`src/rtl/rsa_pkg.sv`:
```
// Shared types and timing helpers for the RSA modular-exponentiation engine.
package rsa_pkg;

  typedef enum logic [2:0] {
    IDLE   = 3'd0,
    CHECK  = 3'd1,
    MUL_R  = 3'd2,
    MUL_B  = 3'd3,
    FINISH = 3'd4
  } rsa_state_e;

  localparam int DEF_WIDTH     = 16;
  localparam int DEF_EXP_WIDTH = 16;
  localparam int MUL_LAT       = DEF_WIDTH + 1;

  // Cycles from acceptance to the done pulse for any in-range operand set.
  function automatic int calc_lat(input int width, input int exp_width);
    return 2 * exp_width * (width + 1) + 2;
  endfunction

endpackage

```
`src/rtl/rsa_modmul.sv`:
```
// Modular multiplier p = a*b mod n, MSB-first interleaved shift-add.
// One load cycle plus WIDTH step cycles; requires a < n and b < n.
module rsa_modmul
  import rsa_pkg::*;
#(
  parameter int WIDTH = 16
) (
  input  logic             clk,
  input  logic             rst_n,
  input  logic             start,
  input  logic [WIDTH-1:0] a,
  input  logic [WIDTH-1:0] b,
  input  logic [WIDTH-1:0] n,
  output logic             done,
  output logic [WIDTH-1:0] p
);

  localparam int CNT_W = $clog2(WIDTH + 1);

  logic [WIDTH:0]   acc_r;
  logic [WIDTH-1:0] a_r;
  logic [WIDTH-1:0] b_r;
  logic [WIDTH-1:0] n_r;
  logic [CNT_W-1:0] cnt_r;
  logic             run_r;
  logic             done_r;

  logic [WIDTH+1:0] n_ext_s;
  logic [WIDTH+1:0] a_ext_s;
  logic [WIDTH+1:0] t0_s;
  logic [WIDTH+1:0] t1_s;
  logic [WIDTH+1:0] t2_s;
  logic [WIDTH:0]   t3_s;

  // One shift-add step; every intermediate stays below 2n so WIDTH+2 bits suffice.
  always_comb begin
    n_ext_s = {2'b00, n_r};
    a_ext_s = {2'b00, a_r};
    t0_s    = {acc_r, 1'b0};
    if (t0_s >= n_ext_s) t1_s = t0_s - n_ext_s;
    else                 t1_s = t0_s;
    if (b_r[WIDTH-1]) t2_s = t1_s + a_ext_s;
    else              t2_s = t1_s;
    if (t2_s >= n_ext_s) t3_s = (WIDTH+1)'(t2_s - n_ext_s);
    else                 t3_s = (WIDTH+1)'(t2_s);
  end

  // Operand load on start, then one step per cycle until WIDTH bits are consumed.
  always_ff @(posedge clk or negedge rst_n) begin
    if (!rst_n) begin
      acc_r  <= '0;
      a_r    <= '0;
      b_r    <= '0;
      n_r    <= '0;
      cnt_r  <= '0;
      run_r  <= 1'b0;
      done_r <= 1'b0;
    end else if (start) begin
      acc_r  <= '0;
      a_r    <= a;
      b_r    <= b;
      n_r    <= n;
      cnt_r  <= '0;
      run_r  <= 1'b1;
      done_r <= 1'b0;
    end else if (run_r) begin
      acc_r  <= t3_s;
      b_r    <= {b_r[WIDTH-2:0], 1'b0};
      cnt_r  <= cnt_r + CNT_W'(1);
      done_r <= (cnt_r == CNT_W'(WIDTH - 1));
      run_r  <= (cnt_r != CNT_W'(WIDTH - 1));
    end else begin
      done_r <= 1'b0;
    end
  end

  assign done = done_r;
  assign p    = acc_r[WIDTH-1:0];

endmodule

```
`src/rtl/rsa_modexp_engine.sv`:
```
// Constant-time left-to-right-free (LSB-first) square-and-multiply RSA engine.
// Every exponent bit costs one R*B and one B*B multiply regardless of its value.
module rsa_modexp_engine
  import rsa_pkg::*;
#(
  parameter int WIDTH     = 16,
  parameter int EXP_WIDTH = 16
) (
  input  logic                 clk,
  input  logic                 rst_n,
  input  logic                 start,
  input  logic [WIDTH-1:0]     msg,
  input  logic [EXP_WIDTH-1:0] exponent,
  input  logic [WIDTH-1:0]     modulus,
  output logic                 ready,
  output logic                 busy,
  output logic                 done,
  output logic                 error,
  output logic [WIDTH-1:0]     result
);

  localparam int IDX_W = (EXP_WIDTH > 1) ? $clog2(EXP_WIDTH) : 1;

  rsa_state_e           state_r;
  rsa_state_e           state_nx_s;
  logic [WIDTH-1:0]     msg_r;
  logic [EXP_WIDTH-1:0] exp_r;
  logic [WIDTH-1:0]     n_r;
  logic [WIDTH-1:0]     r_r;
  logic [WIDTH-1:0]     b_r;
  logic [IDX_W-1:0]     idx_r;
  logic                 err_r;
  logic [WIDTH-1:0]     result_r;
  logic                 done_r;
  logic                 ready_r;

  logic                 operand_bad_s;
  logic                 last_bit_s;
  logic                 mul_start_s;
  logic [WIDTH-1:0]     mul_a_s;
  logic [WIDTH-1:0]     mul_b_s;
  logic                 mul_done_s;
  logic [WIDTH-1:0]     mul_p_s;

  assign operand_bad_s = (n_r < WIDTH'(2)) || (msg_r >= n_r);
  assign last_bit_s    = (idx_r == IDX_W'(EXP_WIDTH - 1));

  // Next multiply is launched in the cycle the previous one completes, so each
  // multiply state lasts exactly WIDTH+1 cycles; operands bypass the registers
  // that are being updated on that same edge.
  always_comb begin
    state_nx_s  = state_r;
    mul_start_s = 1'b0;
    mul_a_s     = r_r;
    mul_b_s     = b_r;
    case (state_r)
      IDLE: begin
        if (start && ready_r) state_nx_s = CHECK;
        else                  state_nx_s = IDLE;
      end
      CHECK: begin
        if (operand_bad_s) begin
          state_nx_s = FINISH;
        end else begin
          state_nx_s  = MUL_R;
          mul_start_s = 1'b1;
          mul_a_s     = WIDTH'(1);
          mul_b_s     = msg_r;
        end
      end
      MUL_R: begin
        if (mul_done_s) begin
          state_nx_s  = MUL_B;
          mul_start_s = 1'b1;
          mul_a_s     = b_r;
          mul_b_s     = b_r;
        end else begin
          state_nx_s  = MUL_R;
        end
      end
      MUL_B: begin
        if (mul_done_s && last_bit_s) begin
          state_nx_s  = FINISH;
        end else if (mul_done_s) begin
          state_nx_s  = MUL_R;
          mul_start_s = 1'b1;
          mul_a_s     = r_r;
          mul_b_s     = mul_p_s;
        end else begin
          state_nx_s  = MUL_B;
        end
      end
      FINISH:  state_nx_s = IDLE;
      default: state_nx_s = IDLE;
    endcase
  end

  // State register plus operand capture, accumulator commits and output registers.
  always_ff @(posedge clk or negedge rst_n) begin
    if (!rst_n) begin
      state_r  <= IDLE;
      msg_r    <= '0;
      exp_r    <= '0;
      n_r      <= '0;
      r_r      <= '0;
      b_r      <= '0;
      idx_r    <= '0;
      err_r    <= 1'b0;
      result_r <= '0;
      done_r   <= 1'b0;
      ready_r  <= 1'b1;
    end else begin
      state_r <= state_nx_s;
      done_r  <= 1'b0;
      case (state_r)
        IDLE: begin
          if (start && ready_r) begin
            msg_r    <= msg;
            exp_r    <= exponent;
            n_r      <= modulus;
            err_r    <= 1'b0;
            result_r <= '0;
            ready_r  <= 1'b0;
          end else if (done_r) begin
            ready_r  <= 1'b1;
          end
        end
        CHECK: begin
          if (operand_bad_s) begin
            err_r <= 1'b1;
          end else begin
            r_r   <= WIDTH'(1);
            b_r   <= msg_r;
            idx_r <= '0;
          end
        end
        MUL_R: begin
          if (mul_done_s && exp_r[idx_r]) r_r <= mul_p_s;
        end
        MUL_B: begin
          if (mul_done_s) begin
            b_r   <= mul_p_s;
            idx_r <= idx_r + IDX_W'(1);
          end
        end
        FINISH: begin
          done_r   <= 1'b1;
          result_r <= err_r ? '0 : r_r;
        end
        default: ;
      endcase
    end
  end

  rsa_modmul #(.WIDTH(WIDTH)) u_modmul (
    .clk   (clk),
    .rst_n (rst_n),
    .start (mul_start_s),
    .a     (mul_a_s),
    .b     (mul_b_s),
    .n     (n_r),
    .done  (mul_done_s),
    .p     (mul_p_s)
  );

  assign ready  = ready_r;
  assign busy   = ~ready_r;
  assign done   = done_r;
  assign error  = err_r;
  assign result = result_r;

endmodule

```
`config.mk`:
```
export PLATFORM = sky130hd
export DESIGN_NAME = rsa_modexp_engine
export DESIGN_NICKNAME = d
export VERILOG_FILES = /design/src/rtl/rsa_pkg.sv /design/src/rtl/rsa_modmul.sv /design/src/rtl/rsa_modexp_engine.sv
export SDC_FILE = /design/constraint.sdc
export NUM_CORES = 1
export LEC_CHECK = 0
export CAP_MARGIN = 20
export CORE_MARGIN = 4
export CORE_UTILIZATION = 54
export DETAILED_ROUTE_END_ITERATION = 10
export GPL_ROUTABILITY_DRIVEN = 1
export HOLD_SLACK_MARGIN = 0.15
export PLACE_DENSITY = 0.77
export SLEW_MARGIN = 0
export SYNTH_ARGS = -nofsm -noshare
export SYNTH_HDL_FRONTEND = slang
export SYNTH_SLANG_ARGS = --single-unit
```
`constraint.sdc`:
```
create_clock -name clk -period 6.3 [get_ports clk]
set_input_delay 0.945 -clock clk [delete_from_list [all_inputs] [get_ports clk]]
set_output_delay 0.945 -clock clk [all_outputs]
set_load 0.01 [all_outputs]
```
# Word-level counts from Yosys, hierarchy flattened

Cells that the tools add are included.

Shift operators: 0
Order comparisons: 5
Multipliers: 0
Equality and inequality tests: 12
Bitwise operators: 1
Div/mod/pow operators: 0
Multiplexer cells: 47
$add $sub $neg: 5
Reduce and logical (&&, ||, !) cells: 17

Operators by type and width:

| operator                                                              | number |
|---|---|
| 16-bit 2-to-1 mux                                                     | 10 |
| 16-bit one-hot mux with 2 select lines                                | 5 |
| 17-bit 2-to-1 mux                                                     | 3 |
| 18-bit by 16-bit >= comparator with 1-bit output                      | 2 |
| 18-bit 2-to-1 mux                                                     | 2 |
| 18-bit by 16-bit adder with 18-bit output                             | 1 |
| 18-bit by 16-bit subtractor with 18-bit output                        | 1 |
| 17-bit by 16-bit subtractor with 17-bit output                        | 1 |
| 16-bit >= comparator                                                  | 1 |
| 16-bit by 2-bit < comparator with 1-bit output, second input constant | 1 |
| 1-bit 2-to-1 mux                                                      | 16 |
| 3-bit one-hot mux with 4 select lines                                 | 1 |
| 2-bit nonzero test                                                    | 6 |
| 5-bit 2-to-1 mux                                                      | 2 |
| 4-bit 2-to-1 mux                                                      | 2 |
| 2-bit inequality test, second input constant                          | 4 |
| 4-bit one-hot mux with 2 select lines                                 | 1 |
| 2-bit AND reduction                                                   | 4 |
| 3-bit by 2-bit == test with 1-bit output, second input constant       | 2 |
| 3-bit 2-to-1 mux                                                      | 2 |
| 3-bit AND reduction                                                   | 2 |
| 5-bit by 1-bit adder with 5-bit output, second input constant         | 1 |
| 5-bit by 4-bit == test with 1-bit output, second input constant       | 1 |
| 4-bit by 5-bit < comparator with 1-bit output, second input constant  | 1 |
| 13 further kinds                                                      | 15 |

ROM bits: 0
Flip-flop bits (word level): 178
Word-level logic and storage cells: 105
Input bits: 51
Memories: 0
Output and inout bits: 20
Bits in writable memories: 0
Latch bits: 0

# Longest topological paths before layout

Gate-level depths: netlist of the first run.

Depth in word-level cells: 8
Mapped depth: 31
Gate-level depth less buffers: 28

# Cells and area by module

A second synthesis of the first run with hierarchy kept.

Cell total of the unflattened synthesis: 1272
Area total of the unflattened synthesis: 11710.0 um^2

Modules (own cells, without submodules):

| module            | cells an instance | sequential area each (um^2) | instances | area each (um^2) |
|---|---|---|---|---|
| rsa_modmul        | 674               | 1801.7                      | 1         | 5968.2 |
| rsa_modexp_engine | 598               | 2653.8                      | 1         | 5741.8 |

# Least setup slack after synthesis of the first run

No wires, ideal clock.

Path type: register to register
Start point: reg u_modmul.acc_r[10]
End point: reg u_modmul.acc_r[1]
Cell stages (with the launch flop): 28
Buffers on the path: 1
Library setup time: 73 ps
Slack: -166 ps
Arrival: 6393 ps
Data required time: 6227 ps
Period minus slack after synthesis: 6466 ps
Path through: dfrtp_1 > ha_1 > nand2_1 > or3_1 > nand3b_1 > a211o_2 > and2_2 > buf_2 > mux2_2 > fa_1 > a211oi_1 > o21ai_0 > nor4_1 > o211a_1 > nand2b_1 > a21oi_1 > xnor2_1 > mux2_2 > ha_1 > and4_1 > nor3b_1 > o21ai_0 > nand3_1 > a221o_1 > a31o_2 > nor3_4 > mux2_2 > a21oi_2

Cells in the longest elaborated chain, start to end: 8
Elaborated cells on any way between the ends: 10
Classes of those cells: add/sub: 3; order compare: 2; mux: 5

Ends and longest elaborated chain:

| what                                                                                                                      | RTL line         | RTL |
|---|---|---|
| from (decl)                                                                                                               | rsa_modmul.sv:20 | `logic [WIDTH:0] acc_r;` |
| from (signal assigned)                                                                                                    | rsa_modmul.sv:67 | `acc_r <= t3_s;` |
| 18-bit by 16-bit subtractor with 18-bit output / 18-bit by 16-bit >= comparator with 1-bit output (equally long branches) | rsa_modmul.sv:40 | `if (t0_s >= n_ext_s) t1_s = t0_s - n_ext_s;` |
| 18-bit 2-to-1 mux *                                                                                                       | rsa_modmul.sv:40 |  |
| 18-bit by 16-bit adder with 18-bit output                                                                                 | rsa_modmul.sv:42 | `if (b_r[WIDTH-1]) t2_s = t1_s + a_ext_s;` |
| 18-bit 2-to-1 mux *                                                                                                       | rsa_modmul.sv:42 |  |
| 18-bit by 16-bit >= comparator with 1-bit output / 17-bit by 16-bit subtractor with 17-bit output (equally long branches) | rsa_modmul.sv:44 | `if (t2_s >= n_ext_s) t3_s = (WIDTH+1)'(t2_s - n_ext_s);` |
| 17-bit 2-to-1 mux *                                                                                                       | rsa_modmul.sv:44 |  |
| 17-bit 2-to-1 mux *                                                                                                       | rsa_modmul.sv:66 | `end else if (run_r) begin` |
| 17-bit 2-to-1 mux *                                                                                                       | rsa_modmul.sv:58 | `end else if (start) begin` |

Mark *: on every way between the ends. The rest lies on a longest branch, timed or not. The select of a mux whose other input is x is not followed.
A chain may end at the register's enable or synchronous reset.

# Final worst setup path of the first run

Start point: reg u_modmul.n_r[15]
End point: reg u_modmul.acc_r[7]

Cells in the longest elaborated chain, start to end: 8
Elaborated cells on any way between the ends: 10
Classes of those cells: add/sub: 3; order compare: 2; mux: 5

Ends and longest elaborated chain:

| what                                                                                                                      | RTL line         | RTL |
|---|---|---|
| from (decl)                                                                                                               | rsa_modmul.sv:23 | `logic [WIDTH-1:0] n_r;` |
| from (signal assigned)                                                                                                    | rsa_modmul.sv:62 | `n_r <= n;` |
| 18-bit by 16-bit subtractor with 18-bit output / 18-bit by 16-bit >= comparator with 1-bit output (equally long branches) | rsa_modmul.sv:40 |  |
| 18-bit 2-to-1 mux                                                                                                         | rsa_modmul.sv:40 |  |
| 18-bit by 16-bit adder with 18-bit output                                                                                 | rsa_modmul.sv:42 |  |
| 18-bit 2-to-1 mux                                                                                                         | rsa_modmul.sv:42 |  |
| 18-bit by 16-bit >= comparator with 1-bit output / 17-bit by 16-bit subtractor with 17-bit output (equally long branches) | rsa_modmul.sv:44 |  |
| 17-bit 2-to-1 mux *                                                                                                       | rsa_modmul.sv:44 |  |
| 17-bit 2-to-1 mux *                                                                                                       | rsa_modmul.sv:66 |  |
| 17-bit 2-to-1 mux *                                                                                                       | rsa_modmul.sv:58 |  |

Marks and branches as above.

==> impl_metrics.json, run 1 <==
{
  "violations": "negative setup slack",
  "antenna_violating_nets_post_route": 0,
  "worst_ep_required_time_ns": 6.59,
  "first_global_vias": 8895,
  "number_of_library_cell_types_mapped_by_synthesis": 70,
  "die_x_um": 148.3,
  "clkSlewWorstSetupHoldPaths_ns": 0.08,
  "netlist_instances": 1142,
  "place.detailed.hpwl_mm": 21.07,
  "setup_violations": 1,
  "final.period_utilization": 1.001,
  "path_max_fanout": 6,
  "maxSlewHeadroom": 0.2535,
  "outcome": "finished, violations left",
  "cts_tree": "yes",
  "globalRoute.totalOverflow": 0,
  "iteration_0_drc_markers": 839,
  "via_per_inst": 6.069,
  "number_of_antenna_violations_at_the_first_check_in_global_routing": 0,
  "grt_max_degree": 79,
  "rsz0062_at_grt": "yes",
  "row_count": 51,
  "num-fill-cells": 1516,
  "core_area_mm2": 0.01940,
  "synth_enable_flop_cells": 0,
  "synth_seq_cells": 178,
  "maxClockFrequency_mhz": 158.6,
  "post-place-cells": 1502,
  "synthDominantCellAreaShare": 0.4165,
  "fin_skew_ns": 0.01293,
  "synth_ff_type": "sky130_fd_sc_hd__dfrtp_1",
  "cpPeakStageDelay_ns": 0.61,
  "r2r_slack_ns": -0.003,
  "wl_per_cell_um": 19.45,
  "final-max-slew-violation-count": 0,
  "max-vdd-ir-drop_mv": 0.1833,
  "minimum_clock_period_ns": 6.303,
  "final_layout_size_suffix_gt1_frac": 0.1600,
  "antennaDiodeCount": 0,
  "portBuffers": 70,
  "drt-total-wl_mm": 30.07,
  "leakage_nw": 6.494,
  "syn_area_per_cell_um2": 9.312,
  "worst_setup_path_start_kind": "flip-flop",
  "synth_warnings": 0,
  "worst_skew_pair.late_latency_ns": 0.44,
  "clk_path_buf_depth": 2,
  "synth.cell_area_mm2": 0.01063,
  "final-seq-area_mm2": 0.004457,
  "cp_num_buf_inv": 3,
  "gpl.final_weighted_congestion": 0.9504,
  "total_clock_sinks": 178,
  "grt_first_pass_wirelength_mm": 46.58,
  "cp_slowest_cell": "sky130_fd_sc_hd__a2111oi_0",
  "detail_route.first_pass.iterations": 6,
  "htreeDepth": 4,
  "floorplan.die.height_um": 148.3,
  "areaGrowthSynthToFinish_pct": 23.06,
  "final-instance-count-excl-fill": 1546,
  "holdCritPathClass": "in2async",
  "num_cts_buffers": 17,
  "hold_viol_final": 0,
  "final.hold.worst_slack_ns": 0.4189,
  "max-cap-violations": 0,
  "clock-root-buffer": "sky130_fd_sc_hd__clkbuf_16",
  "synth_top_area_cell": "sky130_fd_sc_hd__dfrtp_1",
  "path_delay_family": "compound AO/OA/AOI/OAI gates",
  "number_of_top_level_design_ports": 71,
  "synth.net_count": 1263,
  "worst-setup-path-type": "reg2reg",
  "worst_margin_pin_slew_ns": 1.120,
  "finish.net_count": 1389,
  "synth.yosys.seq_area_share": 0.4190,
  "multi_input_area_mm2": 0.006073,
  "synth_top_cells_by_area": "sky130_fd_sc_hd__dfrtp_1 42%, sky130_fd_sc_hd__ha_1 7.9%, sky130_fd_sc_hd__nand2_1 6.2%",
  "arrival_time_of_the_worst_setup_path_ns": 6.59,
  "drc": 0,
  "finish.utilization": 0.6746,
  "vias": 9382,
  "power_density_mw_per_mm2": 177.6,
  "initial_utilization": 0.5482,
  "fp.dieArea_mm2": 0.02200,
  "cp-end-kind": "flip-flop",
  "timing.final.ws_setup_ns": -0.003392,
  "grt_use_total": 0.2678,
  "async_reset_ff_frac": 1.000
}
==> sequential cells by signal, indices dropped and copies added (netlist names) <==
| register | count |
|---|---|
| u_modmul.cnt_r | 5 |
| state_r | 3 |
| u_modmul.done | 1 |
| ready | 1 |
| u_modmul.n_r | 16 |
| msg_r | 16 |
| u_modmul.b_r | 16 |
| u_modmul.a_r | 16 |
| result | 16 |
| done | 1 |
| n_r | 16 |
| u_modmul.acc_r | 17 |
| error | 1 |
| r_r | 16 |
| idx_r | 4 |
| u_modmul.run_r | 1 |
| exp_r | 16 |
| b_r | 16 |
==> metrics by stage <==
| step | cell area [um^2] | power (mW) | worst slack (ns) | setup TNS (ns) |
|---|---|---|---|---|
| floorplan | 10730 | 1.165 | 0.01186 | 0 |
| global placement | 12110 | 1.219 | 0.03172 | 0 |
| detailed placement | 12120 | 1.220 | -0.1413 | -1.654 |
| CTS | 12780 | 2.330 | 0.001299 | 0 |
| global route | 13090 | 2.380 | -0.2571 | -3.576 |
| finish | 13090 | 2.324 | -0.003392 | -0.003392 |
==> final timing paths <==
| path | start | end | cells past startpoint |
|---|---|---|---|
| max in group asynchronous | rst_n | u_modmul.b_r[0] | 2 |
| min in group clk | exp_r[2] | exp_r[2] | 2 |
| worst min-delay path | rst_n | u_modmul.n_r[9] | 1 |
| worst max register to register | u_modmul.n_r[15] | u_modmul.acc_r[7] | 26 |
| worst min register to register | exp_r[2] | exp_r[2] | 2 |
| worst max-delay path | u_modmul.n_r[15] | u_modmul.acc_r[7] | 26 |
==> layer usage <==
metal / track usage / vias up / wire length (um)
li1: - / 4389 / -
met1: 0.3629 / 4507 / 12720
met2: 0.4270 / 406 / 14010
met3: 0.05119 / 80 / 2186
met4: 0.1081 / 0 / 1151
met5: 0 / - / 0
==> where the power goes <==
group / total, mW / switching [mW] / leakage (nW) / internal [mW]
clock network: 1.13 / 0.506 / 0.304 / 0.623
logic: 0.0539 / 0.0259 / 3.92 / 0.0279
registers: 1.14 / 0 / 2.27 / 1.14
==> layout make-up <==
class / instances / area share
multi-input cells: 861 / 0.4641
well taps: 265 / 0.02534
repair buffers: 164 / 0.1091
clock inverters: 13 / 0.01310
inverters: 46 / 0.01319
flip-flops and latches: 178 / 0.3406
clock buffers: 19 / 0.03461
==> cell usage after synthesis (3+ instances only) <==
master / number
sky130_fd_sc_hd__o21a_1: 12
sky130_fd_sc_hd__o211ai_1: 8
sky130_fd_sc_hd__nand3_1: 9
sky130_fd_sc_hd__o21bai_1: 4
sky130_fd_sc_hd__nand2b_1: 7
sky130_fd_sc_hd__nor3_1: 11
sky130_fd_sc_hd__nand3b_1: 3
sky130_fd_sc_hd__o22a_1: 10
sky130_fd_sc_hd__a221o_1: 16
sky130_fd_sc_hd__ha_1: 67
sky130_fd_sc_hd__nor2b_1: 22
sky130_fd_sc_hd__buf_6: 3
sky130_fd_sc_hd__nand2_1: 176
sky130_fd_sc_hd__fa_1: 3
sky130_fd_sc_hd__nor3b_1: 4
sky130_fd_sc_hd__inv_1: 46
sky130_fd_sc_hd__a221oi_1: 30
sky130_fd_sc_hd__a21oi_1: 78
sky130_fd_sc_hd__mux4_2: 4
sky130_fd_sc_hd__a22o_1: 22
sky130_fd_sc_hd__xnor2_1: 23
sky130_fd_sc_hd__nand4_1: 6
sky130_fd_sc_hd__buf_1: 3
sky130_fd_sc_hd__xor2_1: 22
sky130_fd_sc_hd__and3_1: 24
sky130_fd_sc_hd__or3_1: 6
sky130_fd_sc_hd__a211oi_1: 24
sky130_fd_sc_hd__a21o_1: 21
sky130_fd_sc_hd__clkbuf_1: 45
sky130_fd_sc_hd__dfrtp_1: 177
sky130_fd_sc_hd__nor4_1: 8
sky130_fd_sc_hd__and2_1: 5
sky130_fd_sc_hd__a2111oi_0: 3
sky130_fd_sc_hd__mux2_2: 15
sky130_fd_sc_hd__mux2i_1: 21
sky130_fd_sc_hd__o21ai_0: 92
sky130_fd_sc_hd__nor2_1: 70
==> timing repair <==
action | CTS | global route
hold buffers | 0 | 0
gates cloned | 1 | 1
gates resized for setup | 9 | 46
buffers inserted | 0 | 6
setup endpoints to repair | 16 | 16
pin swaps | 1 | 36
==> kinds of logic (layout without fill, tap and decap cells) <==
| logic type | Yosys count | after routing | share of synthesized area |
|---|---|---|---|
| adders and majority gates | 70 | 70 | 0.08448 |
| DFF | 178 | 178 | 0.4190 |
| muxes | 40 | 40 | 0.04412 |
| buffers and inverters | 104 | 242 | 0.04212 |
| AOI/OAI and AO/OA | 344 | 344 | 0.2171 |
| and+or+nand+nor | 361 | 362 | 0.1561 |
| xor gates and xnor gates | 45 | 45 | 0.03706 |
==> cell usage in the layout, fill, tap and decap left out, types with 4 or more instances in the layout <==
cell / count
sky130_fd_sc_hd__o21ai_0: 82
sky130_fd_sc_hd__ha_1: 53
sky130_fd_sc_hd__inv_1: 44
sky130_fd_sc_hd__a22o_1: 22
sky130_fd_sc_hd__o21ai_1: 9
sky130_fd_sc_hd__nor2b_1: 22
sky130_fd_sc_hd__nand4_1: 6
sky130_fd_sc_hd__mux2_2: 10
sky130_fd_sc_hd__nor4_1: 6
sky130_fd_sc_hd__o211ai_1: 8
sky130_fd_sc_hd__nand2_1: 175
sky130_fd_sc_hd__mux2_4: 5
sky130_fd_sc_hd__xor2_1: 22
sky130_fd_sc_hd__dfrtp_1: 176
sky130_fd_sc_hd__a21o_1: 21
sky130_fd_sc_hd__o21a_1: 12
sky130_fd_sc_hd__and3_1: 23
sky130_fd_sc_hd__nor2_1: 69
sky130_fd_sc_hd__a211oi_2: 5
sky130_fd_sc_hd__ha_4: 12
sky130_fd_sc_hd__o22a_1: 10
sky130_fd_sc_hd__clkdlybuf4s50_1: 69
sky130_fd_sc_hd__xnor2_1: 23
sky130_fd_sc_hd__buf_4: 91
sky130_fd_sc_hd__a21oi_1: 72
sky130_fd_sc_hd__clkbuf_16: 17
sky130_fd_sc_hd__nor3_1: 10
sky130_fd_sc_hd__a221oi_1: 28
sky130_fd_sc_hd__nand2b_1: 7
sky130_fd_sc_hd__a221o_1: 16
sky130_fd_sc_hd__or3_1: 5
sky130_fd_sc_hd__and2_1: 5
sky130_fd_sc_hd__a21oi_2: 8
sky130_fd_sc_hd__mux2i_1: 20
sky130_fd_sc_hd__nand3_1: 8
sky130_fd_sc_hd__mux4_2: 4
sky130_fd_sc_hd__a211oi_1: 19
sky130_fd_sc_hd__o21bai_1: 4
No activity file was read; power rests on OpenSTA's default activity.
==> run 2: changes to the inputs <==
CORE_MARGIN = unset   (was 4)
==> impl_metrics.json, run 2 (synthesized netlist as in run 1, its figures left out) <==
{
  "grt_max_degree": 85,
  "largest_register_ffs": 17,
  "core_area_mm2": 0.01902,
  "worst_setup_path_start_kind": "flip-flop",
  "iteration_0_drc_markers": 1017,
  "hold_buf_count_cts": 0,
  "power_density_mw_per_mm2": 176.1,
  "number_of_top_level_design_ports": 71,
  "grt_use_total": 0.3070,
  "timing.rr.end": "u_modmul.acc_r[1]",
  "antennaDiodeCount": 0,
  "clkSlewWorstSetupHoldPaths_ns": 0.08,
  "cts_tree": "yes",
  "holdCritPathClass": "reg2reg",
  "vias": 9447,
  "outcome": "complete, no violations",
  "power_mw": 2.288,
  "first_global_vias": 9032,
  "areaGrowthSynthToFinish_pct": 22.19,
  "wl_per_cell_um": 19.33,
  "fin_skew_ns": 0.01268,
  "max-vdd-ir-drop_mv": 0.1874,
  "maxClockFrequency_mhz": 159.2,
  "critical_path.most_common_cell": "sky130_fd_sc_hd__buf_4",
  "maxSlewHeadroom": 0.3599,
  "final_layout_size_suffix_gt1_frac": 0.1547,
  "layout_commonest_cell": "sky130_fd_sc_hd__dfrtp_1",
  "clock-root-buffer": "sky130_fd_sc_hd__clkbuf_16",
  "hold_path_startpoint": "exp_r[14]",
  "floorplan.die.height_um": 142.3,
  "fp.dieArea_mm2": 0.02026,
  "r2r_slack_ns": 0.02,
  "initial_utilization": 0.5591,
  "rsz0062_at_grt": "yes",
  "num_cts_buffers": 17,
  "worst_hold_path.num_cells": 2,
  "clk_path_buf_depth": 2,
  "row_count": 50,
  "die_x_um": 142.3,
  "detail_route.first_pass.iterations": 5,
  "worst_ep_required_time_ns": 6.67,
  "hold_viol_final": 0,
  "place.detailed.hpwl_mm": 21.54,
  "largest_register": "u_modmul.acc_r",
  "arrival_time_of_the_worst_setup_path_ns": 6.65,
  "drc": 0,
  "globalRoute.totalOverflow": 0,
  "leakage_nw": 6.529,
  "cp_slowest_cell": "sky130_fd_sc_hd__ha_1",
  "worst-setup-path-type": "reg2reg",
  "total_clock_sinks": 178,
  "worst_skew_pair.late_latency_ns": 0.44,
  "grt_first_pass_wirelength_mm": 47.78,
  "cp-end-kind": "flip-flop",
  "final-max-slew-violation-count": 0,
  "path_max_fanout": 7,
  "timing.hold.worst_endpoint": "exp_r[14]",
  "finish.utilization": 0.6832,
  "antenna_violating_nets_post_route": 0,
  "max-cap-violations": 0,
  "cpPeakStageDelay_ns": 0.38,
  "final_cell_mix": "176 x sky130_fd_sc_hd__dfrtp_1, 175 x sky130_fd_sc_hd__nand2_1, 94 x sky130_fd_sc_hd__buf_4",
  "final.hold.worst_slack_ns": 0.4734,
  "htreeDepth": 4,
  "setup_violations": 0,
  "drt-total-wl_mm": 29.88,
  "portBuffers": 70,
  "minimum_clock_period_ns": 6.280,
  "finish.net_count": 1394,
  "worst_margin_pin_slew_ns": 0.9601,
  "via_per_inst": 6.111,
  "number_of_antenna_violations_at_the_first_check_in_global_routing": 0,
  "final.period_utilization": 0.9969,
  "timing.reg2reg.worst_path_depth": 28,
  "timing.rr.start": "u_modmul.n_r[11]",
  "gpl.final_weighted_congestion": 0.9892
}
==> run 2: cell count changes in the layout (fill, tap and decap cells not counted), sizes merged <==
cell      before  now
bufinv         2    1
clkinvlp       1    2
and2           7    6
buf           95  100
clkinv         5    4
inv           51   53
==> run 2: how the worst max path moves through the flow <==
stage | cells after the start | from | slack (ns) | endpoint
floorplan | 28 | u_modmul.acc_r[10] | 0.01 | u_modmul.acc_r[12]
global placement | 28 | u_modmul.acc_r[8] | 0.09 | u_modmul.acc_r[1]
detailed placement | 29 | u_modmul.acc_r[8] | -0.09 | u_modmul.acc_r[9]
CTS | 29 | u_modmul.n_r[11] | 0.04 | u_modmul.acc_r[1]
global route | 29 | u_modmul.acc_r[8] | -0.26 | u_modmul.acc_r[1]
finish | 28 | u_modmul.n_r[11] | 0.02 | u_modmul.acc_r[1]
==> run 2: power breakdown <==
| group | leakage (nW) | internal, mW | total, mW | switching, mW |
|---|---|---|---|---|
| clock network | 0.291 | 0.578 | 1.09 | 0.514 |
| registers | 2.27 | 1.14 | 1.14 | 0 |
| logic | 3.97 | 0.0280 | 0.0545 | 0.0265 |
| total | 6.53 | 1.75 | 2.29 | 0.541 |
==> run 2: metal layers <==
| layer | vias up | part of all wire | wire, um | global-route usage |
|---|---|---|---|---|
| met4 | 0 | 0.030 | 882 | 0.1115 |
| met3 | 64 | 0.068 | 2033 | 0.05283 |
| met1 | 4581 | 0.43 | 12740 | 0.4200 |
| met5 | - | 0 | 0 | 0 |
| met2 | 418 | 0.48 | 14230 | 0.4905 |
| li1 | 4384 | - | - | - |
==> run 2: final cells by class <==
class	count	area [um^2]
inverters	46	172.7
clock inverters	14	162.7
well taps	260	325.3
clock buffers	18	439.2
fillers	1504	6025
flip-flops and latches	178	4457
multi-input cells	860	5959
repair buffers	170	1478
==> run 2: through the flow <==
stage / TNS, ns / cells / setup slack (ns) / cell area (um^2)
floorplan: 0 / 1142 / 0.01186 / 10730
CTS: 0 / 1537 / 0.04467 / 12780
detailed placement: -0.8812 / 1504 / -0.08974 / 12170
global route: -3.250 / 1546 / -0.2636 / 12990
finish: 0 / 1546 / 0.01952 / 12990
global placement: 0 / 1504 / 0.08565 / 12170
==> run 2: critical path, delay by kind of cell (launching register included) <==
family                   cells  cell delay [ns]
AO/OA/AOI/OAI               12             2.62
XOR/XNOR                     1             0.16
adder cells (fa/ha/maj)      3             0.83
buffers and inverters        5             0.73
flip-flops                   1             0.36
multiplexers                 2             0.68
AND/OR/NAND/NOR              5             0.84
==> run 2: repair_timing <==
item | CTS | global route
setup endpoints to repair | 16 | 16
pin swaps | 4 | 19
buffers inserted | 0 | 5
resized for setup | 4 | 33
cloned | 1 | 0
